**src/rtl/optic_flow_accum_ci.sv**
```systemverilog
// Multi-cycle optic-flow custom instruction: per-call motion counts plus saturating per-frame accumulators.
// Compute done 2 cycles after start, control done after 1; starts while busy are dropped. Optional OPTIC_FLOW_DOMINANT_EN adds op 3.
module optic_flow_accum_ci #(
  parameter logic [7:0] CUSTOM_ID = 8'd30,
  parameter int         SEG_W     = 16,
  parameter int         CNT_W     = 16
) (
  input  logic        clock,
  input  logic        reset,
  input  logic        start,
  input  logic [7:0]  ciN,
  input  logic [31:0] valueA,
  input  logic [31:0] valueB,
  output logic        done,
  output logic [31:0] result
);

  localparam logic [7:0] CTRL_ID = CUSTOM_ID + 8'd1;

  logic [SEG_W-1:0] cur_up, cur_dn, prev_up, prev_dn, new_up;
  logic [SEG_W-1:0] up_m, dn_m, lf_m, rt_m;
  logic [SEG_W-1:0] up_q, dn_q, lf_q, rt_q;
  logic             busy;
  logic [CNT_W-1:0] acc_up, acc_dn, acc_lf, acc_rt;
  logic [7:0]       up_cnt, dn_cnt, lf_cnt, rt_cnt;
  logic [31:0]      ctl_res;
  logic             unused_ok;

  function automatic logic [7:0] popcnt(input logic [SEG_W-1:0] v);
    logic [7:0] n;
    n = '0;
    for (int i = 0; i < SEG_W; i++) n = n + {7'd0, v[i]};
    return n;
  endfunction

  function automatic logic [CNT_W-1:0] sat_add(input logic [CNT_W-1:0] a, input logic [7:0] b);
    logic [CNT_W:0] s;
    s = {1'b0, a} + {{(CNT_W-7){1'b0}}, b};
    return s[CNT_W] ? {CNT_W{1'b1}} : s[CNT_W-1:0];
  endfunction

  assign cur_up  = valueA[2*SEG_W-1:SEG_W];
  assign cur_dn  = valueA[SEG_W-1:0];
  assign prev_up = valueB[2*SEG_W-1:SEG_W];
  assign prev_dn = valueB[SEG_W-1:0];
  assign unused_ok = ^{valueA, valueB};

  // Neighbour columns off the segment edge shift in as 0.
  assign new_up = cur_up & ~prev_up;
  assign up_m   = new_up & prev_dn;
  assign dn_m   = cur_dn & ~prev_dn & prev_up;
  assign lf_m   = new_up & (prev_up >> 1);
  assign rt_m   = new_up & (prev_up << 1);

  assign up_cnt = popcnt(up_q);
  assign dn_cnt = popcnt(dn_q);
  assign lf_cnt = popcnt(lf_q);
  assign rt_cnt = popcnt(rt_q);

`ifdef OPTIC_FLOW_DOMINANT_EN
  logic [CNT_W-1:0] dom_max;
  logic [1:0]       dom_dir;

  // Strict greater-than keeps the earlier direction on ties.
  always_comb begin
    dom_max = acc_up;
    dom_dir = 2'd0;
    if (acc_dn > dom_max) begin dom_max = acc_dn; dom_dir = 2'd1; end
    if (acc_lf > dom_max) begin dom_max = acc_lf; dom_dir = 2'd2; end
    if (acc_rt > dom_max) begin dom_max = acc_rt; dom_dir = 2'd3; end
  end
`endif

  always_comb begin
    ctl_res = '0;
    case (valueA[1:0])
      2'd0:    ctl_res = {16'(acc_up), 16'(acc_dn)};
      2'd1:    ctl_res = {16'(acc_lf), 16'(acc_rt)};
`ifdef OPTIC_FLOW_DOMINANT_EN
      2'd3:    ctl_res = {29'd0, |dom_max, dom_dir};
`endif
      default: ctl_res = '0;
    endcase
  end

  // Operand latch and mask register share the start edge so the count stage lands 2 cycles after start.
  always_ff @(posedge clock) begin
    if (reset) begin
      done   <= 1'b0;
      result <= '0;
      busy   <= 1'b0;
      up_q   <= '0;
      dn_q   <= '0;
      lf_q   <= '0;
      rt_q   <= '0;
      acc_up <= '0;
      acc_dn <= '0;
      acc_lf <= '0;
      acc_rt <= '0;
    end else begin
      done   <= 1'b0;
      result <= '0;
      if (busy) begin
        done   <= 1'b1;
        result <= {up_cnt, dn_cnt, lf_cnt, rt_cnt};
        acc_up <= sat_add(acc_up, up_cnt);
        acc_dn <= sat_add(acc_dn, dn_cnt);
        acc_lf <= sat_add(acc_lf, lf_cnt);
        acc_rt <= sat_add(acc_rt, rt_cnt);
        busy   <= 1'b0;
      end else if (start && ciN == CUSTOM_ID) begin
        up_q <= up_m;
        dn_q <= dn_m;
        lf_q <= lf_m;
        rt_q <= rt_m;
        busy <= 1'b1;
      end else if (start && ciN == CTRL_ID) begin
        done   <= 1'b1;
        result <= ctl_res;
        if (valueA[1:0] == 2'd2) begin
          acc_up <= '0;
          acc_dn <= '0;
          acc_lf <= '0;
          acc_rt <= '0;
        end
      end
    end
  end

endmodule

```
**config.mk**
```make
export PLATFORM = sky130hd
export DESIGN_NAME = optic_flow_accum_ci
export DESIGN_NICKNAME = d
export VERILOG_FILES = /design/src/rtl/optic_flow_accum_ci.sv
export SDC_FILE = /design/constraint.sdc
export NUM_CORES = 1
export LEC_CHECK = 0
export ABC_AREA = 0
export CORE_MARGIN = 10
export CORE_UTILIZATION = 51
export DETAILED_ROUTE_END_ITERATION = 7
export GPL_ROUTABILITY_DRIVEN = 0
export MAX_ROUTING_LAYER = met4
export PLACE_DENSITY = 0.77
export SLEW_MARGIN = 20
export SYNTH_ARGS = -nofsm -noshare
export SYNTH_HDL_FRONTEND = slang
export SYNTH_SLANG_ARGS = --single-unit
export TNS_END_PERCENT = 1
```
**constraint.sdc**
```tcl
create_clock -name clock -period 4.4 [get_ports clock]
set_input_delay 1.32 -clock clock [delete_from_list [all_inputs] [get_ports clock]]
set_output_delay 1.32 -clock clock [all_outputs]
set_load 0.01 [all_outputs]
```
After elaboration in Yosys (flattened, before gate mapping):

Index checks and enable logic that the tools add are counted.

* input port bits: 75
* output and inout bits: 33
* word-level logic and storage cells: 116
* bits in registers: 162

* add/sub/neg operators: 64
* reductions and logical operators: 8
* bitwise logic cells: 9
* muxes and demuxes: 19
* eq/ne operators: 5

Operators by type and width (count)
* $add A8 B1 Y8: 32
* $mux W16: 11
* $mux W32: 3
* $and A16 B16 Y16: 5
* $add A16 B8 Y17: 4
* $pmux W32 S2: 1
* $add A7 B1 Y8: 4
* $not A16 Y16: 2
* $add A6 B1 Y7: 4
* $add A5 B1 Y6: 4
* $add A4 B1 Y5: 4
* $add A3 B1 Y4: 4
* $and A16 B15 Y16: 1
* $eq A8 B5 Y1 const B: 2
* $add A2 B1 Y3: 4
* $add A1 B1 Y2: 4
* $mux W1: 4
* $reduce_bool A2 Y1: 2
* $reduce_and A3 Y1: 1
* $eq A2 B1 Y1 const B: 1
* $eq A2 B2 Y1 const B: 1
* $logic_and A1 B1 Y1: 2
* $logic_not A2 Y1: 1
* $ne A2 B2 Y1 const B: 1
* other kinds (3): 3

Longest topological paths before layout:

Gate-level depths: netlist of the first run.

* depth after elaboration: 18
* depth in mapped cells: 18

Least setup slack after synthesis of the first run:

No wires, ideal clock.

* path kind: flip-flop to flip-flop
* from: register lf_q[0]
* to: register acc_lf[12]
* setup time: 115 ps
* arrival time: 4570 ps
* buffers on the path: 0
* period minus slack after synthesis: 4685 ps
* setup slack: -285 ps
* cell stages (with the launch flop): 15
* path through: dfxtp_1 inv_1 fa_1 fa_1 fa_1 fa_1 fa_1 fa_1 xnor2_1 ha_1 nor2b_1 o31a_1 and2_2 a41oi_1 o21ba_2

* longest elaborated chain between the ends: 18

RTL lines
* from (decl): RTL line 22 `logic [SEG_W-1:0] up_q, dn_q, lf_q, rt_q;`
* from (signal assigned): RTL line 114 `lf_q <= lf_m;`
* $add A1 B1 Y2: RTL line 32 `for (int i = 0; i < SEG_W; i++) n = n + {7'd0, v[i]};`
* $add A2 B1 Y3: RTL line 32
* $add A3 B1 Y4: RTL line 32
* $add A4 B1 Y5: RTL line 32
* $add A5 B1 Y6: RTL line 32
* $add A6 B1 Y7: RTL line 32
* $add A7 B1 Y8: RTL line 32
* $add A8 B1 Y8 (8 in series): RTL line 32
* $add A16 B8 Y17: RTL line 38 `s = {1'b0, a} + {{(CNT_W-7){1'b0}}, b};`
* $mux W16: RTL line 39 `return s[CNT_W] ? {CNT_W{1'b1}} : s[CNT_W-1:0];`
* $mux W16: RTL line 103 `if (busy) begin`
* to (signal assigned): RTL line 108 `acc_lf <= sat_add(acc_lf, lf_cnt);`
* to (decl): RTL line 24 `logic [CNT_W-1:0] acc_up, acc_dn, acc_lf, acc_rt;`

Every way passes these cells.
A chain may end at the register's enable or synchronous reset.

Worst setup path in the final report of the first run:

* from: register rt_q[4]
* to: register acc_rt[7]

* longest elaborated chain between the ends: 15

RTL lines
* from (decl): RTL line 22
* from (signal assigned): RTL line 115 `rt_q <= rt_m;`
* $add A4 B1 Y5: RTL line 32
* $add A5 B1 Y6: RTL line 32
* $add A6 B1 Y7: RTL line 32
* $add A7 B1 Y8: RTL line 32
* $add A8 B1 Y8 (8 in series): RTL line 32
* $add A16 B8 Y17: RTL line 38
* $mux W16: RTL line 39
* $mux W16: RTL line 103
* to (signal assigned): RTL line 109 `acc_rt <= sat_add(acc_rt, rt_cnt);`
* to (decl): RTL line 24

Every way passes these cells.

==> results.md, run 1 <==
* Outcome: finished with violations
* Failing checks: setup timing
* Syn nets at 1200
* Die Ht at 154 µm
* Yosys synthesis warning count at 0
* Worst EP arrival at 5.13 ns
* Post-synthesis adder-cell area fraction at 14.1%
* Ys async rst share at 0%
* Worst endpoint required time at 4.72 ns
* Reg-to-Reg Start: rt_q[4]$_SDFFE_PP0P_
* Sequential fraction of the synthesis area at 35.2%
* IO Pins at 108
* Worst rel slew slack at 43.2%
* Synth Instances at 1049
* Pre-antenna DRT Iters at 5
* Final Power at 0.00316 W
* Die width at 154 µm
* Final Slew Violations at 0
* Drt initial violations at 624
* Worst min path class: reg -> reg
* Top cells by area, synth: dfxtp_1 35%, fa_1 9.7%, nand2_1 5.6%
* Port-buffer cells at 107
* Top cell type's share of synthesized area at 35.2%
* Fmax at 208 MHz
* Skew final at 0.0108 ns
* Setup WS post-layout at -0.409 ns
* Simple-gate share of the synthesized area at 18.1%
* CP most frequent cell: fa_1
* Core area at 17400 µm²
* Ys flop type: dfxtp_1
* Vias in the first global route at 8033
* Hold Path End: up_q[9]$_SDFFE_PP0P_
* FILL cells at 1374
* DR WL/cell at 18.0 µm
* RSZ-0062 raised after global routing: true
* Combinational family with the most area after synthesis: compound AO/OA/AOI/OAI gates
* Clk pwr share at 49.7%
* H-tree depth at 4
* DIE AREA at 23600 µm²
* CTS sink count at 160
* EDFF count, synth at 0
* Slew at the pin with the worst max-slew slack at 0.850 ns
* Reg2reg path depth at 14
* Routed wire length at 25800 µm
* DP HPWL at 18800 µm
* CTS tree: done
* Final nets at 1347
* Final hold viol count at 0
* Pwr dens at 269 nW/µm²
* Mux contribution to synthesized area at 3.63%
* NetSw at 0.000687 W
* Xor and xnor fraction of the mapped netlist area at 1.54%
* CP Max Fanout at 6
* DR vias/cell at 5.72
* Largest net degree at the start of global routing at 66
* Leak Pwr at 4.44 nW
* Post-synth cell types at 67
* Vias at 8204
* Synth Area in Compound Gates at 20.0%
* Synth Register Bits at 160
* Critical Path Slowest Stage Cell: fa_2
* WHS Path Cells at 2
* WP buf/inv at 2
* Synth Cell Area at 9100 µm²
* R2r endpoint: acc_rt[7]$_SDFFE_PP0P_
* DP Area at 10700 µm²
* Pre-CTS setup slack at -0.447 ns
* Hold_sp: up_q[9]$_SDFFE_PP0P_
* Initial antenna violation count at 0
* Share of total power in combinational logic at 4.5%
* Sw frac at 21.8%
* Area delta synth->final at 28.8%
* Antenna fix cells at 0
* Final Instance Area at 11700 µm²
* Crit-path leading delay family: adder cells
* Minimum period implied by the final worst setup slack at 4.81 ns
* Area leader, netlist: dfxtp_1
* Max IR drop VDD at 0.000284 V
* Clk_lat worst skew at 0.43 ns
* Internal power at 0.00247 W
* CP endpoint kind: register
* CTS buffer count at 17
* CP cell instances: inv_1 > fa_1 > fa_1 > fa_1 > fa_1 > fa_2 > fa_2 > inv_1 > ha_4 > a211oi_2 > o21ai_2 > nand4_1 > or2_0 > a32o_1
* CTS Buffer Depth at 2
* Syn_area_per_cell at 8.68 µm²
* DRC Markers at 0
* Ratio of cells with drive above 1 in the final layout at 17.9%
* Total GRT Usage at 21.5%
* Total of max-cap violations at 0
* Initial Utilization at 52.3%
* FF-to-FF setup slack at -0.41 ns
* Rows at 48
* Sequential power share at 45.9%
* Global route overflow at 0
* Number of nets still failing antenna checks after routing at 0
* First-pass GRT wire length at 40500 µm
* Final setup vio count at 64
* Critical path class: reg -> reg
* Clock root cell: clkbuf_16
* Startpoint Class: register
* Crit-path max cell delay at 0.58 ns
* CTS clk-pin slew, worst paths at 0.06 ns
* Period Utilization, post-route at 109%
[how the worst max path moves through the flow]
stage,slack (ns),cells past startpoint,to,start
3_3_place_gp,-0.35,14,acc_rt[7]$_SDFFE_PP0P_,rt_q[1]$_SDFFE_PP0P_
5_1_grt,-0.56,14,acc_rt[7]$_SDFFE_PP0P_,rt_q[4]$_SDFFE_PP0P_
2_1_floorplan,-0.25,15,acc_lf[6]$_SDFFE_PP0P_,lf_q[9]$_SDFFE_PP0P_
6_report,-0.41,14,acc_rt[7]$_SDFFE_PP0P_,rt_q[4]$_SDFFE_PP0P_
4_1_cts,-0.40,14,acc_rt[7]$_SDFFE_PP0P_,rt_q[4]$_SDFFE_PP0P_
3_5_place_dp,-0.45,14,acc_rt[7]$_SDFFE_PP0P_,rt_q[1]$_SDFFE_PP0P_
[state kept, by name, indices dropped and copies added (netlist names)]
name / flops
up_q: 16
acc_dn: 16
busy: 1
lf_q: 15
dn_q: 16
rt_q: 15
acc_up: 16
result: 32
done: 1
acc_rt: 16
acc_lf: 16
[stage by stage]
step / TNS [ns] / std cells / hold slack (ns) / utilization (%)
3_5_place_dp: -21.13 / 1399 / 0.444 / 61.7
6_report: -11.37 / 1434 / 0.449 / 67.3
5_1_grt: -22.39 / 1434 / 0.466 / 67.3
3_3_place_gp: -16.66 / 1399 / 0.439 / 61.7
4_1_cts: -11.75 / 1432 / 0.450 / 66.1
2_1_floorplan: -9.20 / 1049 / 0.432 / -
[tightest hold or removal path: stages, from the launching register on]
cell,delay [ns]
dfxtp_2,0.32
nand2_1,0.05
a21oi_1,0.05
[layout make-up]
type / instances / area, µm² / area share, %
clock buffer: 22 / 474 / 4.04
clock inverter: 10 / 151 / 1.29
inverter: 109 / 409 / 3.49
tap: 225 / 282 / 2.40
sequential: 160 / 3220 / 27.4
timing repair buffer: 181 / 1640 / 14.0
multi-input combinational: 727 / 5560 / 47.4
[per-layer routing]
metal | GRT usage, % | wire [µm] | vias up
met5 | - | 0 | -
li1 | - | - | 3944
met3 | 4.97 | 1890 | 58
met2 | 33.8 | 12200 | 352
met4 | 8.91 | 851 | 0
met1 | 26.2 | 10900 | 3850
[power groups by stage]
| stage | logic [W] | clock network [W] | registers (W) |
|---|---|---|---|
| after global placement | 0.000137 | 0 | 0.00148 |
| final | 0.000141 | 0.00157 | 0.00145 |
| after CTS | 0.000139 | 0.00158 | 0.00145 |
| after floorplan | 0.0000473 | 0 | 0.00148 |
| after global routing | 0.000147 | 0.00164 | 0.00145 |
| after detailed placement | 0.000138 | 0 | 0.00148 |
[cell families after synthesis]
group	count (synthesis)
fa+ha+maj	76
simple gates	326
compound gates	276
flops	160
xor+xnor	16
buf+inv	162
mux	33
[cell usage after synthesis, types with 4 or more instances]
library cell,n
a21o_1,18
a21oi_1,98
a22o_1,5
a31oi_1,14
a32o_1,8
a41oi_1,5
and3_1,9
and4_1,4
buf_2,25
buf_6,5
clkbuf_1,21
dfxtp_1,160
fa_1,44
ha_1,32
inv_1,109
mux2i_1,33
nand2_1,135
nand2b_1,4
nand3_1,64
nand4_1,11
nand4b_1,20
nor2_1,28
nor2b_1,23
nor3_1,5
o211ai_1,5
o21a_1,6
o21ai_0,54
o21ai_1,5
o21ai_2,9
o22ai_2,5
o2bb2ai_1,4
o2bb2ai_2,4
o31a_1,5
o31ai_1,5
xnor2_1,8
xor2_1,8
[timing repair]
item	CTS	global route
endpoints found under the hold margin	0	0
hold buffers	0	0
pin swaps	29	15
buffers inserted	1	2
resized for setup	53	56
endpoints found under the setup margin	64	64
[placed cells by master, fill, tap and decap left out, drive strengths merged, types with 8 or more instances in the layout]
| cell | instances |
|---|---|
| inv | 111 |
| nand2 | 135 |
| fa | 44 |
| a32o | 8 |
| clkdlybuf4s50 | 105 |
| a21oi | 98 |
| a31oi | 14 |
| nand4b | 20 |
| xnor2 | 8 |
| and3 | 9 |
| buf | 76 |
| clkbuf | 22 |
| o21ai | 68 |
| nand4 | 11 |
| dfxtp | 160 |
| xor2 | 8 |
| mux2i | 33 |
| nor2 | 29 |
| o211ai | 8 |
| o2bb2ai | 8 |
| ha | 32 |
| nand3 | 65 |
| a21o | 18 |
| nor2b | 23 |
Note: power is estimated with default switching activity, not from simulation.
==> run 2: changes to the inputs <==
Settings changed: CORE_UTILIZATION 51 to 58, DONT_BUFFER_PORTS set to 1, PLACE_DENSITY 0.77 to 0.76, SLEW_MARGIN 20 to unset.
==> run 2 against run 1 <==
Compared with the run above: the flow still finishes with violations (setup timing); via count shrank 5.5%; non-clock buffer count shrank 118; worst setup slack gained 0.061 ns; largest cell class unchanged.
==> results.md, run 2 (same netlist as run 1, synthesis figures left out) <==
* CP endpoint kind: register
* Final hold viol count at 0 (unchanged)
* Crit. path cell count at 17 (+3)
* Final nets at 1229 (-8.8%)
* Routed wire length at 24300 µm (-6.0%)
* Largest net degree at the start of global routing at 78 (+18%)
* Minimum period implied by the final worst setup slack at 4.75 ns (-0.0614 ns)
* Setup WS post-layout at -0.348 ns (+0.0614 ns)
* Area delta synth->final at 15.5%
* Critical Path Slowest Stage Cell: fa_1
* Die width at 145 µm (-5.4%)
* Worst rel slew slack at 22.6% (-21 points)
* First-pass GRT wire length at 39300 µm (-3.0%)
* FF-to-FF setup slack at -0.35 ns (+0.06 ns)
* CP most frequent cell: fa_1
* Outcome: finished with violations
* Leak Pwr at 3.99 nW (-10%)
* Critical path class: reg -> reg
* CTS buffer count at 17 (unchanged)
* Crit-path max cell delay at 0.55 ns (-0.03 ns)
* DR WL/cell at 18.7 µm (+3.7%)
* Number of nets still failing antenna checks after routing at 0 (unchanged)
* Critical Path Sink: acc_up[8]$_SDFFE_PP0P_
* Max reg flops at 32 (unchanged)
* DIE AREA at 21100 µm² (-11%)
* Skew final at 0.00806 ns (-0.00274 ns)
* Final setup vio count at 62 (-3.1%)
* Final Instance Area at 10500 µm² (-10%)
* Final Slew Violations at 0 (unchanged)
* Drt initial violations at 684 (+9.6%)
* Initial Utilization at 59.4% (+7.2 points)
* Fmax at 211 MHz (+1.3%)
* Port-buffer cells at 0 (-100%)
* Worst endpoint required time at 4.72 ns (about the same)
* Clk_lat worst skew at 0.43 ns (about the same)
* Most flops, register: result
* Vias in the first global route at 7607 (-5.3%)
* Period Utilization, post-route at 108% (-1.4 points)
* DR vias/cell at 5.96 (+4.2%)
* Pre-antenna DRT Iters at 5 (unchanged)
* Startpoint Class: register
* Global route overflow at 0 (unchanged)
* Reg-to-Reg Start: up_q[11]$_SDFFE_PP0P_
* Crit-path leading delay family: adder cells
* CTS Buffer Depth at 2 (unchanged)
* CTS clk-pin slew, worst paths at 0.06 ns (about the same)
* Ratio of cells with drive above 1 in the final layout at 16.9% (-0.97 points)
* Clock root cell: clkbuf_16
* Vias at 7751 (-5.5%)
* Final Power at 0.00312 W (-1.2%)
* Total of max-cap violations at 0 (unchanged)
* Reg2reg path depth at 17 (+3)
* RSZ-0062 raised after global routing: true
* Commonest non-fill, non-tap cell in the layout: dfxtp_1
* Slew at the pin with the worst max-slew slack at 1.16 ns (+0.311 ns)
* Most frequent cells in the layout: 154 x dfxtp_1, 134 x nand2_1, 105 x inv_1, 90 x a21oi_1, 63 x nand3_1
* Worst min path class: reg -> reg
* Failing checks: setup timing
* H-tree depth at 4 (unchanged)
* CTS sink count at 160 (unchanged)
* CP Max Fanout at 7 (+1)
* Crit path launch: up_q[11]$_SDFFE_PP0P_
* CP cell instances: inv_1 > fa_1 > fa_1 > fa_1 > fa_1 > inv_1 > ha_1 > fa_2 > xor2_1 > ha_1 > a21o_1 > a211oi_4 > buf_6 > buf_4 > nor3_1 > nand2_1 > a32o_1
* Antenna fix cells at 0 (unchanged)
* DP HPWL at 17200 µm (-8.5%)
* WP buf/inv at 4 (+2)
* DRC Markers at 0 (unchanged)
* DP Area at 9580 µm² (-11%)
* IO Pins at 108 (unchanged)
* Worst EP arrival at 5.07 ns (-0.06 ns)
* Rows at 45 (-6.3%)
* Max IR drop VDD at 0.000280 V (-1.4%)
* Initial antenna violation count at 0 (unchanged)
* R2r endpoint: acc_up[8]$_SDFFE_PP0P_
* Die Ht at 145 µm (-5.4%)
* Total GRT Usage at 23.2% (+1.6 points)
* Core area at 15300 µm² (-12%)
* Pwr dens at 297 nW/µm² (+10%)
* CTS tree: done
run 2: routing by layer:
layer,track usage (%),up-vias,routed length (µm)
li1,-,3724,-
met5,-,-,0
met4,8.70,0,622
met3,5.65,47,1850
met2,36.1,294,11500
met1,28.5,3686,10300
run 2: where the power goes:
part	leakage, nW	total [W]	switching (W)	internal (W)
Sequential	1.29	0.00145	0.000000145	0.00145
Clock	0.312	0.00163	0.000600	0.00103
Combinational	2.39	0.0000397	0.0000216	0.0000181
Total	3.99	0.00312	0.000622	0.00250
run 2: how the worst min path moves through the flow:
stage	from	depth (start not counted)	to
global route	rt_q[4]$_SDFFE_PP0P_	2	rt_q[4]$_SDFFE_PP0P_
global placement	lf_q[8]$_SDFFE_PP0P_	2	lf_q[8]$_SDFFE_PP0P_
detailed placement	rt_q[11]$_SDFFE_PP0P_	2	rt_q[11]$_SDFFE_PP0P_
finish	rt_q[1]$_SDFFE_PP0P_	2	rt_q[1]$_SDFFE_PP0P_
CTS	lf_q[0]$_SDFFE_PP0P_	2	lf_q[0]$_SDFFE_PP0P_
floorplan	lf_q[10]$_SDFFE_PP0P_	2	lf_q[10]$_SDFFE_PP0P_
run 2: cell type report:
class / count / area (µm²)
clock buffer: 20 / 457
inverter: 109 / 409
fill: 1234 / 4800
sequential: 160 / 3210
tap: 211 / 264
timing repair buffer: 63 / 497
multi-input combinational: 727 / 5490
clock inverter: 10 / 185
run 2: repair_timing:
item                                    4_1_cts  5_1_grt
pin swaps                                    36        7
setup buffers                                 2        1
resized for setup                            63       26
hold buffers                                  0        0
endpoints found under the setup margin       64       64
run 2: per-stage QoR:
stage	util (%)	setup TNS [ns]	hold WS [ns]	setup WS (ns)	std cells
floorplan	-	-9.20	0.432	-0.255	1049
global placement	62.6	-18.45	0.434	-0.424	1267
detailed placement	62.6	-23.62	0.439	-0.493	1267
CTS	67.9	-9.99	0.446	-0.344	1299
global route	68.7	-21.74	0.461	-0.566	1300
finish	68.7	-10.24	0.447	-0.348	1300
run 2: worst register-to-register path: stages (launching register included):
cell and delay, ns:
dfxtp_1 0.32, inv_1 0.06, fa_1 0.55, fa_1 0.44, fa_1 0.49, fa_1 0.49, inv_1 0.04, ha_1 0.20
fa_2 0.36, xor2_1 0.18, ha_1 0.31, a21o_1 0.18, a211oi_4 0.08, buf_6 0.14, buf_4 0.15, nor3_1 0.29
nand2_1 0.10, a32o_1 0.26
